===== src/rtl/navic_tiered_pkg.sv =====
// Shared types and constants for the NavIC tiered spreading-code generator.
package navic_tiered_pkg;

  // Control states: PEND is a running state holding a shadow init set
  // that is waiting for the next secondary epoch.
  typedef enum logic [1:0] {
    IDLE = 2'd0,
    RUN  = 2'd1,
    PEND = 2'd2
  } state_t;

  // Width of the code-phase slew request.
  localparam int SLEW_W = 16;

  // Fill bit for the default init words; the generators start from all-ones.
  localparam logic INIT_FILL_BIT = 1'b1;

endpackage


===== src/rtl/tiered_lfsr.sv =====
// Fibonacci LFSR with a parallel init load. The output chip is q[0].
module tiered_lfsr #(
  parameter int             W       = 10,
  parameter logic [W-1:0]   TAPS    = '0,
  parameter logic [W-1:0]   RST_VAL = '1
) (
  input  logic         clk,
  input  logic         rst_n,
  input  logic         load,
  input  logic         adv,
  input  logic [W-1:0] init,
  output logic [W-1:0] q
);

  // Load wins over advance so a wrap chip starts cleanly from the init value.
  always_ff @(posedge clk or negedge rst_n) begin
    if (!rst_n)    q <= RST_VAL;
    else if (load) q <= init;
    else if (adv)  q <= {^(q & TAPS), q[W-1:1]};
  end

endmodule


===== src/rtl/navic_tiered_code_gen.sv =====
// Tiered spreading-code generator: primary = XOR of two short-cycled LFSRs,
// secondary = one short-cycled LFSR stepped once per primary epoch.
// Chip timing comes from an NCO carry, optionally topped up by a slew count.
module navic_tiered_code_gen
  import navic_tiered_pkg::*;
#(
  parameter int               PRI_W         = 10,
  parameter logic [PRI_W-1:0] PRI_TAPS0     = 10'h009,
  parameter logic [PRI_W-1:0] PRI_TAPS1     = 10'h3A6,
  parameter int               PRI_LEN       = 1023,
  parameter int               SEC_W         = 5,
  parameter logic [SEC_W-1:0] SEC_TAPS      = 5'h05,
  parameter int               SEC_LEN       = 20,
  parameter int               NCO_W         = 32,
  parameter logic [PRI_W-1:0] PRI_INIT0_DEF = {PRI_W{INIT_FILL_BIT}},
  parameter logic [PRI_W-1:0] PRI_INIT1_DEF = {PRI_W{INIT_FILL_BIT}},
  parameter logic [SEC_W-1:0] SEC_INIT_DEF  = {SEC_W{INIT_FILL_BIT}}
) (
  input  logic                        clk,
  input  logic                        rst_n,
  input  logic                        start,
  input  logic                        stop,
  input  logic [NCO_W-1:0]            nco_fcw,
  input  logic                        cfg_valid,
  output logic                        cfg_ready,
  input  logic [PRI_W-1:0]            cfg_pri0,
  input  logic [PRI_W-1:0]            cfg_pri1,
  input  logic [SEC_W-1:0]            cfg_sec,
  input  logic                        slew_valid,
  output logic                        slew_ready,
  input  logic [SLEW_W-1:0]           slew_chips,
  output logic                        chip_out,
  output logic                        pri_chip,
  output logic                        sec_chip,
  output logic                        chip_stb,
  output logic                        pri_epoch,
  output logic                        sec_epoch,
  output logic [$clog2(PRI_LEN)-1:0]  chip_idx,
  output logic [$clog2(SEC_LEN)-1:0]  sec_idx,
  output logic                        running
);

  localparam int CI_W = $clog2(PRI_LEN);
  localparam int SI_W = $clog2(SEC_LEN);
  localparam logic [CI_W-1:0] PRI_LAST = CI_W'(PRI_LEN - 1);
  localparam logic [SI_W-1:0] SEC_LAST = SI_W'(SEC_LEN - 1);

  state_t              state;
  logic [NCO_W-1:0]    acc;
  logic [SLEW_W-1:0]   slew_cnt;
  logic [PRI_W-1:0]    act_p0, act_p1, sh_p0, sh_p1;
  logic [SEC_W-1:0]    act_s, sh_s;
  logic [PRI_W-1:0]    r0, r1, ld_p0, ld_p1;
  logic [SEC_W-1:0]    rs, ld_s;
  logic [NCO_W:0]      nco_sum;
  logic                active, carry, go, adv, pri_wrap, sec_wrap, apply_sh;
  logic                cfg_fire, slew_fire;

  // PEND counts as running: the code keeps flowing while the shadow waits.
  assign active     = (state != IDLE);
  assign running    = active;
  assign cfg_ready  = (state != PEND);
  assign slew_ready = active & (slew_cnt == '0);
  assign cfg_fire   = cfg_valid & cfg_ready;
  assign slew_fire  = slew_valid & slew_ready;

  assign nco_sum  = {1'b0, acc} + {1'b0, nco_fcw};
  assign carry    = active & nco_sum[NCO_W];
  // The stop cycle never advances, so indices hold exactly where they were.
  assign go       = (state == IDLE) & start & ~stop;
  assign adv      = active & ~stop & (carry | (slew_cnt != '0));
  assign pri_wrap = adv & (chip_idx == PRI_LAST);
  assign sec_wrap = pri_wrap & (sec_idx == SEC_LAST);
  assign apply_sh = sec_wrap & (state == PEND);

  // Init source: a start in the same cycle as an IDLE config load sees the new
  // words; a pending shadow replaces the active set at the secondary wrap.
  always_comb begin
    ld_p0 = act_p0;
    ld_p1 = act_p1;
    ld_s  = act_s;
    if (go && cfg_fire) begin
      ld_p0 = cfg_pri0;
      ld_p1 = cfg_pri1;
      ld_s  = cfg_sec;
    end else if (apply_sh) begin
      ld_p0 = sh_p0;
      ld_p1 = sh_p1;
      ld_s  = sh_s;
    end
  end

  tiered_lfsr #(.W(PRI_W), .TAPS(PRI_TAPS0), .RST_VAL(PRI_INIT0_DEF)) u_pri0 (
    .clk(clk), .rst_n(rst_n), .load(go | pri_wrap), .adv(adv), .init(ld_p0), .q(r0));
  tiered_lfsr #(.W(PRI_W), .TAPS(PRI_TAPS1), .RST_VAL(PRI_INIT1_DEF)) u_pri1 (
    .clk(clk), .rst_n(rst_n), .load(go | pri_wrap), .adv(adv), .init(ld_p1), .q(r1));
  tiered_lfsr #(.W(SEC_W), .TAPS(SEC_TAPS), .RST_VAL(SEC_INIT_DEF)) u_sec (
    .clk(clk), .rst_n(rst_n), .load(go | sec_wrap), .adv(pri_wrap), .init(ld_s), .q(rs));

  assign pri_chip = r0[0] ^ r1[0];
  assign sec_chip = rs[0];
  assign chip_out = pri_chip ^ sec_chip;

  // Control FSM plus active/shadow init registers.
  always_ff @(posedge clk or negedge rst_n) begin
    if (!rst_n) begin
      state  <= IDLE;
      act_p0 <= PRI_INIT0_DEF;
      act_p1 <= PRI_INIT1_DEF;
      act_s  <= SEC_INIT_DEF;
      sh_p0  <= PRI_INIT0_DEF;
      sh_p1  <= PRI_INIT1_DEF;
      sh_s   <= SEC_INIT_DEF;
    end else begin
      case (state)
        IDLE: begin
          if (cfg_fire) begin
            act_p0 <= cfg_pri0;
            act_p1 <= cfg_pri1;
            act_s  <= cfg_sec;
          end
          if (go) state <= RUN;
        end
        RUN: begin
          if (stop) begin
            state <= IDLE;
            if (cfg_fire) begin
              act_p0 <= cfg_pri0;
              act_p1 <= cfg_pri1;
              act_s  <= cfg_sec;
            end
          end else if (cfg_fire) begin
            sh_p0 <= cfg_pri0;
            sh_p1 <= cfg_pri1;
            sh_s  <= cfg_sec;
            state <= PEND;
          end
        end
        PEND: begin
          if (stop || sec_wrap) begin
            act_p0 <= sh_p0;
            act_p1 <= sh_p1;
            act_s  <= sh_s;
            state  <= stop ? IDLE : RUN;
          end
        end
        default: state <= IDLE;
      endcase
    end
  end

  // Chip-rate NCO and slew counter; a carry cycle never consumes a slew chip.
  always_ff @(posedge clk or negedge rst_n) begin
    if (!rst_n) begin
      acc      <= '0;
      slew_cnt <= '0;
    end else if (go || (active && stop)) begin
      acc      <= '0;
      slew_cnt <= '0;
    end else if (active) begin
      acc <= nco_sum[NCO_W-1:0];
      if (slew_fire)                       slew_cnt <= slew_chips;
      else if (slew_cnt != '0 && !carry)   slew_cnt <= slew_cnt - 1'b1;
    end
  end

  // Chip/secondary indices and the registered strobes.
  always_ff @(posedge clk or negedge rst_n) begin
    if (!rst_n) begin
      chip_idx  <= '0;
      sec_idx   <= '0;
      chip_stb  <= 1'b0;
      pri_epoch <= 1'b0;
      sec_epoch <= 1'b0;
    end else begin
      chip_stb  <= adv;
      pri_epoch <= pri_wrap;
      sec_epoch <= sec_wrap;
      if (go) begin
        chip_idx <= '0;
        sec_idx  <= '0;
      end else if (adv) begin
        chip_idx <= pri_wrap ? '0 : chip_idx + 1'b1;
        if (pri_wrap) sec_idx <= sec_wrap ? '0 : sec_idx + 1'b1;
      end
    end
  end

endmodule


===== config.mk =====
export PLATFORM = sky130hd
export DESIGN_NAME = navic_tiered_code_gen
export DESIGN_NICKNAME = d
export VERILOG_FILES = /design/src/rtl/navic_tiered_pkg.sv /design/src/rtl/tiered_lfsr.sv /design/src/rtl/navic_tiered_code_gen.sv
export SDC_FILE = /design/constraint.sdc
export NUM_CORES = 1
export LEC_CHECK = 0
export BUFFER_PORTS_ARGS = -buffer_cell sky130_fd_sc_hd__buf_2
export CAP_MARGIN = 5
export CORE_MARGIN = 5
export CORE_UTILIZATION = 50
export DETAILED_ROUTE_END_ITERATION = 16
export PLACE_DENSITY_LB_ADDON = 0.08
export SYNTH_ARGS = -nofsm -noshare
export SYNTH_HDL_FRONTEND = slang
export SYNTH_HIERARCHICAL = 1
export SYNTH_SLANG_ARGS = --single-unit

===== constraint.sdc =====
create_clock -name clk -period 8 [get_ports clk]
set_input_delay 1.6 -clock clk [delete_from_list [all_inputs] [get_ports clk]]
set_output_delay 1.6 -clock clk [all_outputs]
set_load 0.03 [all_outputs]

==> results of run 1 <==
-- final timing paths --
kind / from / to / slack (ns)
setup / recovery: nco_fcw[25] / u_pri0/q[9] / 3.34
hold / removal: acc[11] / acc[11] / 0.48
setup reg to reg: slew_cnt[0] / slew_cnt[15] / 4.18
hold reg to reg: acc[11] / acc[11] / 0.48
max in group asynchronous: rst_n / acc[6] / 5.45
min in group asynchronous: rst_n / slew_cnt[6] / 1.19
-- report_power, final --
group	switching, mW	internal (mW)	leakage (nW)
Sequential	0.173	1.03	1.70
Clock	0.312	0.401	0.266
Combinational	0.712	0.573	2.65
Total	1.20	2.01	4.61
-- per-layer routing --
layer  vias to the layer above  track usage  routed length (um)  part of all wire
li1                       3497            -                   -                 -
met1                      3343        0.298               10100              0.49
met2                       134        0.320                9220              0.45
met3                        17       0.0403                 982             0.048
met4                         2       0.0510                 218             0.011
met5                         -            0                   7           0.00034
-- worst max-delay path, cell delays in order --
cell and delay, ns:
buf_2 0.10, ha_1 0.37, a21o_1 0.19, a21o_1 0.17
a211o_1 0.30, a31o_2 0.24, a22oi_2 0.35, nand2_1 0.18
nand2_1 0.39, clkinv_1 0.16, nand2_1 0.12, nand2_1 0.07
buf_4 0.25, or3b_1 0.42, o211ai_2 0.08
-- cells by family after synthesis --
family                   after synthesis
flip-flops                           143
XOR/XNOR                              38
adder cells (fa/ha/maj)               37
AND/OR/NAND/NOR                      261
multiplexers                         126
buffers and inverters                 65
AO/OA/AOI/OAI                        250
-- sequential cells by signal (all words and copies together), names as in the netlist --
name	count
acc	32
slew_cnt	16
act_p0	10
act_p1	10
chip_idx	10
sh_p0	10
sh_p1	10
u_pri0/q	10
u_pri1/q	10
act_s	5
sec_idx	5
sh_s	5
u_sec/q	5
state	2
chip_stb	1
pri_epoch	1
sec_epoch	1
-- final cells by class --
cell class | instances | area [um^2] | share of cell area
multi-input combinational | 712 | 4960 | 0.491
sequential | 143 | 3670 | 0.363
timing repair buffer | 111 | 584 | 0.0578
clock buffer | 21 | 450 | 0.0446
tap | 225 | 282 | 0.0279
inverter | 23 | 86.3 | 0.00854
clock inverter | 11 | 63.8 | 0.00632
-- cell usage in the layout, fill, tap and decap left out, types with 14 or more instances in the layout --
cell and instances:
nor2_1 70, clkbuf_16 17, xor2_1 18, dfrtp_1 68, nand2_1 97, dfstp_2 75
nor3_1 16, inv_1 22, o21ai_1 14, ha_1 36, a21oi_1 77, o21ai_0 79
mux2_2 74, buf_2 101, nand3_1 14, xnor2_1 18, mux2i_1 50
-- stage by stage --
stage | util | total power [mW] | cell area [um^2] | instances | hold slack [ns]
finish | 0.580 | 3.21 | 10100 | 1246 | 0.484
CTS | 0.580 | 3.23 | 10100 | 1246 | 0.488
detailed placement | 0.551 | 2.50 | 9590 | 1214 | 0.474
global placement | 0.551 | 2.48 | 9590 | 1214 | 0.466
global route | 0.580 | 3.46 | 10100 | 1246 | 0.520
floorplan | - | 2.20 | 8920 | 920 | 0.453
==> summary by stage, run 1 <==
Status
The run finished with clean final reports.

STA
For the final routed database, the setup TNS stands at 0 ns. Clock skew on the completed layout was measured at between 0.01 and 0.015 ns. The final hold violation count is 0. Subtracting the final worst setup slack from the clock period gives 4.66 ns.

The worst slew slack as a fraction of its limit is 0.254. The worst setup margin is roughly 3.3 ns. The fraction of the cycle the final worst path needs is 0.582.

Based on the critical path, the design can be clocked at up to about 210 MHz. For the pin with the worst max-slew slack, the measured transition is about 1.1 ns. The final number of max-transition violations is 0.

Setup violations remaining at the end of the flow were counted as 0. Setup repair after global routing left no endpoint under its margin.

Floorplanning
The number of I/O pins is slightly above 100. For this configuration, the core starts out at a cell density of 0.512. From left edge to right edge, the die measures 144 um. The core footprint is 0.0174 mm^2. The y dimension of the die is between 100 and 150 um.

The floorplan step defined a die boundary enclosing between 0.02 and 0.025 mm^2. The floorplan has 48 rows.

Hold path
The class of the worst hold path is flop to flop. The number of cells on the worst hold path is 2.

Yosys
The fraction of synthesis flops using an asynchronous set or reset pin is 1.00. The post-synthesis simple-gate area fraction is 0.137. The compound-cell area share of the yosys netlist is 0.173.

The share of the synthesized area in the top cell type is 0.221. The cell count after synthesis is slightly above 900. The library cell with the largest summed area after synthesis is dfstp_2. The largest family of logic cells by synthesized area is compound AO/OA/AOI/OAI gates. After synthesis, the cell types taking the most area are dfstp_2 (22%), dfrtp_1 (19%), mux2_2 (9.3%), mux2i_1 (5.6%), ha_1 (5.1%). In this run the mean area of a mapped cell was 9.69 um^2.

The post-synthesis instance area is ~0.0089 mm^2. The number of distinct library cells after synthesis is just over 70. The number of flops mapped to enable cells by yosys is 0.

The post-synthesis adder-cell area fraction is 0.0527. Among all flip-flop cells after synthesis, the most frequent one is dfstp_2. The number of warnings printed during yosys synthesis is 6. In this run, synthesis produced a sequential element count of around 140. The register area share after synthesis is 0.412.

The commonest cells after synthesis are nand2_1 (97), o21ai_0 (79), a21oi_1 (77). The proportion of synthesized area in mux cells is 0.152. The XOR/XNOR share of the synthesized area is 0.0397. The net count of the mapped netlist is 1036. The library cell with the highest instance count after synthesis is nand2_1.

Global route
The total routing resource utilization after global routing is 0.206. The via count of the first global-routing pass is approximately 6900. For this run the aggregate overflow at the end of global routing stands at 0.

The wire length of the first global-routing pass is 34100 um. The maximum number of pins on one net before global-route repair is 85. The initial antenna violation count is 1.

Power and ir drop
Across the VDD grid, the largest voltage drop is approximately 0.00018 V. The static leakage is ~4.6 nW. For this design the ratio of total power to cell area is 317 mW/mm^2.

Cells and area
0 antenna diodes ended up in the layout. The signed area change from the synthesized netlist to the final layout is 13.3%. The total number of nets in the final design is 1124. The share of layout cells above drive strength 1 is 0.310.

The layout has 1599 filler cells.

Place
After legalization and detailed placement, the total HPWL measured 13900 um. The number of input and output port buffers inserted is about 100. The congestion estimate from routability-driven global placement came to ~0.80. Before CTS, the worst setup slack after placement is 2.95 ns.

Clocking
The later pin in the worst-skew pair is clocked with a latency of 0.43 ns. The H-tree generated during clock tree synthesis spans 4 levels. The hold-fix buffer count after cts is 0.

The clock tree from TritonCTS is done. The tree is rooted in a clkbuf_16. CTS saw 143 sinks.

The post-cts sizing count is 0. Buffers added to address setup during post-CTS repair amount to 0. In this run, CTS created clock tree buffers numbering 17. The clock edge transition at the registers on the reported setup and hold paths is ~0.060 ns.

The clock passes through at most 2 buffers.

Routing
For this block, the initial DRC count from the detailed router was ~370. The count of nets left with antenna violations once routing finished came out at 0. Dividing the detail-routed via count by the number of cells gives between 5 and 6. The routed length per placed instance is 16.4 um.

Summing over every cut layer, the via total after detailed routing is between 6000 and 7000. The pre-antenna-repair detailed-routing pass consisted of 5 iterations. For this block, the routed nets add up to between 20000 and 25000 um of wire. The DRC violation count after routing is 0.

Critical path
The worst setup path is launched from a primary input. The category of the critical setup timing path is primary input to flop. STA puts the critical path data required time at 8.36 ns. Counting cells, the worst reg-to-reg path comes to 11. The peak fanout along the critical path is 41. Data on the critical path arrives at its endpoint at roughly 5 ns. The worst setup path is captured at a flop.

Flow run
The total of max-cap violations is 0.
Note: power is estimated with default switching activity, not from simulation.
==> run 2: changes to the inputs <==
==> constraint.sdc (replaced) <==
create_clock -name clk -period 4.8 [get_ports clk]
set_input_delay 0.96 -clock clk [delete_from_list [all_inputs] [get_ports clk]]
set_output_delay 0.96 -clock clk [all_outputs]
set_load 0.03 [all_outputs]
==> summary by stage, run 2 (synthesized netlist as in run 1, its figures left out) <==
Clocking
TritonCTS built the clock tree. The number of H-tree levels is 4. The clock edge transition at the registers on the reported setup and hold paths is about 0.06 ns. The total CTS buffers is 17. The longest clock path from root to sink contains 2 buffers.

Clock tree synthesis found a total of ~140 sinks. The hold-fix buffer count after cts is 0. In this run, post-CTS repair resized a total of 0 instances.

The cell sitting at the root of the clock tree is a clkbuf_16. The number of setup buffers added after CTS is 0. At the later pin of the worst-skew pair, clock insertion delay measures between 0.4 and 0.5 ns.

Cells and area
The repair_antennas step left the layout with diodes totalling 0. Across the whole layout, storage elements account for roughly 0.0037 mm^2. The most common library cell in the layout ignoring fill and taps is buf_2.

The area growth from synthesis to layout is 14.8%. In the final layout, the multi-input gates occupy 0.00496 mm^2. In the final layout, the share of cells above drive strength 1 is 0.315.

Counting the fill cells in the layout gives between 1500 and 2000. The count of non-filler cells in the finished layout is between 1000 and 1500. The share of the core filled with cells is 0.588. In the layout the commonest cells are buf_2 (101), nand2_1 (97), o21ai_0 (79). In the final layout, the registers with the most flip-flops are acc (32), slew_cnt (16).

acc holds more flip-flops than any other register. The total number of nets in the final design is around 1100. The number of flip-flops in the largest register is 32.

Routing
The total wire length after detailed routing is 20300 um. In the routed design, unresolved DRC markers number 0. For this block, the via count after detailed routing is approximately 7000.

The pre-antenna-repair detailed-routing pass consisted of 5 iterations. The detailed router's first-iteration violation count is 381. In this run the remaining antenna-violating nets after routing total 0.

In the routed layout, each cell is associated on average with a via count of approximately 5.6. After detailed routing, the average wire length per cell comes to ~16 um.

STA
The fmax is 265 MHz. The final hold violation count is 0. In the finished design, the share of the clock period the worst path needs comes to 0.785.

Setup repair after global routing left no endpoint under its margin. The sum of negative setup slack is 0 ns. The setup-violating endpoint count in the final report is 0. The worst pin sits at a relative slew slack of 0.323.

The time the worst path needs with I/O delays and setup is between 3 and 4 ns. The final number of max-transition violations came to 0. After layout, the worst setup slack is about 1.0 ns.

The transition time of the tightest slew-check pin is just over 1 ns. Clock skew on the completed layout was measured at 0.00965 ns.

Global route
Entering global routing, the biggest net connects ~110 pins. The total overflow left after global routing is 0. The initial antenna violation count is 0.

The via count of the first global-routing pass was approximately 6800. The total routing resource utilization after global routing is 0.200. The wire length of the first global-routing pass is around 33000 um.

Power and ir drop
In this run the power density over the cells is between 500 and 600 mW/mm^2. The worst IR drop on VDD is 0.000281 V. In this run the static leakage power is 4.68 nW.

Place
The number of input and output port buffers inserted is slightly above 100. The congestion estimate from routability-driven global placement came to a little over 0.8. The detailed-placement wirelength estimate is around 14000 um.

Counting tap cells, the placed design contains a total of between 1000 and 1500 instances. Prior to clock tree synthesis, the placed netlist has a worst setup slack of between 0.6 and 0.7 ns.

Status
The run finished with clean final reports.

Flow run
The total of max-cap violations is 0.

Critical path
The signal arrival time at the worst endpoint is about 4.1 ns. The setup path with the least slack is of type primary input to flop. The capturing element type of the critical path is a flop.

The startpoint class of the critical path is a primary input. For the worst setup path, the data required time is between 5 and 6 ns. The peak fanout along the critical path is 22.

Floorplanning
The die is 144 um tall. The starting density of the core is 0.512. The die area is 0.0206 mm^2.

In this run the horizontal extent of the chip is 144 um. The core footprint is 0.0174 mm^2. The number of I/O pins is approximately 100.

In this run the core area contains 48 standard-cell rows.

Hold path
The class of the worst hold path is flop to flop.
==> run 2: cell types whose count changed in the layout (fill, tap and decap cells not counted), sizes merged <==
cell    change
inv         -1
clkbuf      +2
buf         +6
bufinv      +2
clkinv      -3
==> run 2: worst max-delay path: stages <==
cell and delay, ns:
buf_2 0.11, ha_1 0.20, inv_1 0.07, fa_1 0.17
nand2b_1 0.15, a21oi_1 0.11, o31ai_1 0.33, nand3_1 0.26
a22oi_2 0.37, nand2_1 0.17, nand2_1 0.13, clkinv_1 0.24
buf_4 0.33, or3b_1 0.40, o211ai_2 0.09
==> run 2: area by class of cell <==
cell class | count | share of cell area
timing repair buffer | 117 | 0.0627
inverter | 23 | 0.00843
tap | 225 | 0.0275
sequential | 143 | 0.359
multi-input combinational | 712 | 0.485
clock inverter | 9 | 0.0100
clock buffer | 23 | 0.0478
==> run 2: report_power, final <==
part / switching [mW] / total (mW) / internal [mW]
sequential: 0.291 / 2.02 / 1.73
combinational: 1.18 / 2.15 / 0.964
clock: 0.497 / 1.32 / 0.823
==> run 2: path summary, 6_finish.rpt <==
| kind | cells after the start | slack [ns] | endpoint | start |
|---|---|---|---|---|
| max reg2reg | 14 | 1.31 | u_pri0/q[9] | acc[0] |
| max | 15 | 1.03 | u_pri0/q[9] | nco_fcw[0] |
| min | 2 | 0.48 | acc[26] | acc[26] |
| max in group asynchronous | 2 | 3.01 | act_p0[8] | rst_n |
| min in group asynchronous | 1 | 0.67 | slew_cnt[4] | rst_n |
| min reg2reg | 2 | 0.48 | acc[26] | acc[26] |
==> run 2: through the flow <==
step,hold slack (ns),total power [mW],instance area (um^2)
finish,0.484,5.48,10200
global placement,0.467,4.15,9650
detailed placement,0.479,4.18,9650
global route,0.510,5.90,10200
floorplan,0.453,3.67,8920
CTS,0.492,5.53,10200
==> run 2: routing by layer <==
metal,global-route usage,part of all wire,vias up
li1,-,-,3524
met1,0.288,0.49,3375
met4,0.0401,0.0071,0
met2,0.312,0.46,131
met5,0,0,-
met3,0.0426,0.045,8
==> run 3: changes to the inputs <==
==> constraint.sdc (replaced) <==
create_clock -name clk -period 3.5 [get_ports clk]
set_input_delay 0.7 -clock clk [delete_from_list [all_inputs] [get_ports clk]]
set_output_delay 0.7 -clock clk [all_outputs]
set_load 0.03 [all_outputs]
==> summary by stage, run 3 (synthesized netlist as in run 1, its figures left out) <==
Status
The flow ran to the end, and the final reports show no timing, DRC or antenna violations.

STA
The setup-violating endpoint count in the final report is 0. Setup repair after global routing left no endpoint under its margin. The smallest hold slack is between 0.3 and 0.4 ns. The fraction of the cycle the final worst path needs is 0.925. The fmax is ~310 MHz.

The time the worst path needs with I/O delays and setup is ~3.2 ns. The worst setup margin is 0.263 ns. The final hold violation count is 0. Adding up every negative setup slack in the final design gives 0 ns. In this run the tightest slew margin relative to its limit is 0.363. The final number of max-transition violations is 0. The worst clock skew on the final layout is approximately 0.011 ns. For the pin with the worst max-slew slack, the measured transition is 0.953 ns.

Clocking
The number of H-tree levels is 4. In this run the post-CTS setup repair buffer count came out at 0. Gates resized during post-CTS repair numbered 0. Clock-pin slew was measured on the worst setup and hold paths at around 0.060 ns. Counting the buffers created by CTS gives 17. The deepest clock path buffer count is 2.

The hold-fix buffer count after cts is 0. The clock tree from TritonCTS is done. The root buffer cell chosen for the clock tree is clkbuf_16.

Clock latency on the worst-skew pair, taken at its later pin, is between 0.4 and 0.5 ns. The count of clock tree sinks is roughly 140.

Critical path
In this run the worst path has a maximum fanout of 5. The register-to-register setup slack is 0.43 ns. At the worst endpoint, the arrival time is between 2 and 3 ns.

STA puts the critical path data required time at 2.80 ns. The critical path in this run is classified as flop to output port. The reg-to-reg endpoint is u_pri0/q[9].

The startpoint class of the critical path is a flop. The critical path launch point is slew_cnt[0]. Measured in cells, the most critical reg-to-reg path has a length of 13. STA classifies the critical path endpoint as an output port.

The critical register-to-register path startpoint is acc[17].

Cells and area
The area growth from synthesis to layout is 17.5%. The count of non-filler cells in the finished layout is 1282. The register with the most flip-flops in the layout has 32 of them.

The share of layout cells above drive strength 1 is 0.336. The largest registers in the layout are acc (32), slew_cnt (16). In the layout the commonest cells are buf_2 (101), nand2_1 (97), o21ai_0 (79).

The net count of the finished layout is roughly 1200. Counting flops per register, the top entry is acc. The library cell used most frequently in the layout, excluding fill and tap cells, is buf_2. 0 antenna diodes ended up in the layout.

Place
The wire-length estimate of the detail-placed layout is about 14000 um. The number of placed cells counting well taps is about 1300. Input and output buffers added on the ports amount to about 100. The final weighted congestion of routability-driven global placement is around 0.82. At the placement stage, the worst setup path has a slack of around 0.013 ns.

Routing
In the final routed layout, each cell accounts on average for 15.9 um. In the routed layout, each cell is associated on average with a via count of approximately 5.6. The total number of vias is 7158. The detailed router's first-iteration violation count is around 320. The first-pass iteration count of the detailed router is 5. The total wire length after detailed routing is 20400 um. The DRC violation count after routing is 0. The antenna violation net count after detailed routing is 0.

Floorplanning
The initial utilization of the core area, before any placement, comes to 0.512. The floorplan step defined a die boundary enclosing about 0.021 mm^2. The core footprint is between 0.015 and 0.02 mm^2. The y dimension of the die is about 140 um. The number of I/O pins is ~100. From left edge to right edge, the die measures ~140 um.

The floorplan has 48 rows.

Global route
The via count of the first global-routing pass is 6862. The total overflow reported by the global router is 0. The initial antenna violation count is 1.

The maximum number of pins on one net before global-route repair is 94. The wire length of the first global-routing pass is around 34000 um. In the global route stage, overall resource usage came out at 0.207.

Power and ir drop
The power per unit of standard cell area is between 700 and 800 mW/mm^2. The analysis attributes to cell leakage a power of 4.83 nW. Summing internal, switching and leakage power gives between 7 and 8 mW. VDD sags by at most around 0.00039 V.

Hold path
The min-delay analysis places its worst path in the category primary input to asynchronous set/reset pin.

Flow run
The total of max-cap violations is 0.
==> run 3: power breakdown <==
part / switching, mW / leakage (nW) / internal [mW]
clock: 0.708 / 0.272 / 0.958
combinational: 1.66 / 2.86 / 1.46
sequential: 0.391 / 1.70 / 2.37
==> run 3: layout make-up <==
type,instances,area [um^2]
multi-input combinational,712,4960
timing repair buffer,147,942
inverter,23,87.6
clock inverter,10,58.8
tap,225,282
fill,1548,6940
clock buffer,22,474
sequential,143,3670
==> run 3: layer usage <==
layer / routed length (um) / track usage
met5: 13 / 0
met4: 214 / 0.0481
met3: 913 / 0.0443
met2: 9020 / 0.316
met1: 10300 / 0.302
==> run 3: worst max-delay path, cell delays in order, from the launching register on <==
cell and delay [ns]:
dfrtp_1 0.42, inv_1 0.08, ha_1 0.17, nor3b_2 0.16
buf_4 0.15, nand4_1 0.18, or2_2 0.39, nor3_1 0.21
buf_4 0.16, buf_2 0.19
==> run 3: worst max-delay path by stage <==
stage | end | cells after the start | slack (ns)
after global routing | slew_ready | 9 | 0.12
after floorplan | u_sec/q[4] | 14 | 0.11
after CTS | slew_ready | 9 | 0.26
after detailed placement | u_pri0/q[9] | 14 | 0.01
after global placement | u_pri0/q[9] | 14 | 0.06
final | slew_ready | 9 | 0.26
==> run 3: stage by stage <==
stage / area [um^2] / util
6_report: 10500 / 0.602
5_1_grt: 10500 / 0.602
4_1_cts: 10500 / 0.602
3_5_place_dp: 9950 / 0.571
3_3_place_gp: 9950 / 0.571
2_1_floorplan: 8920 / -
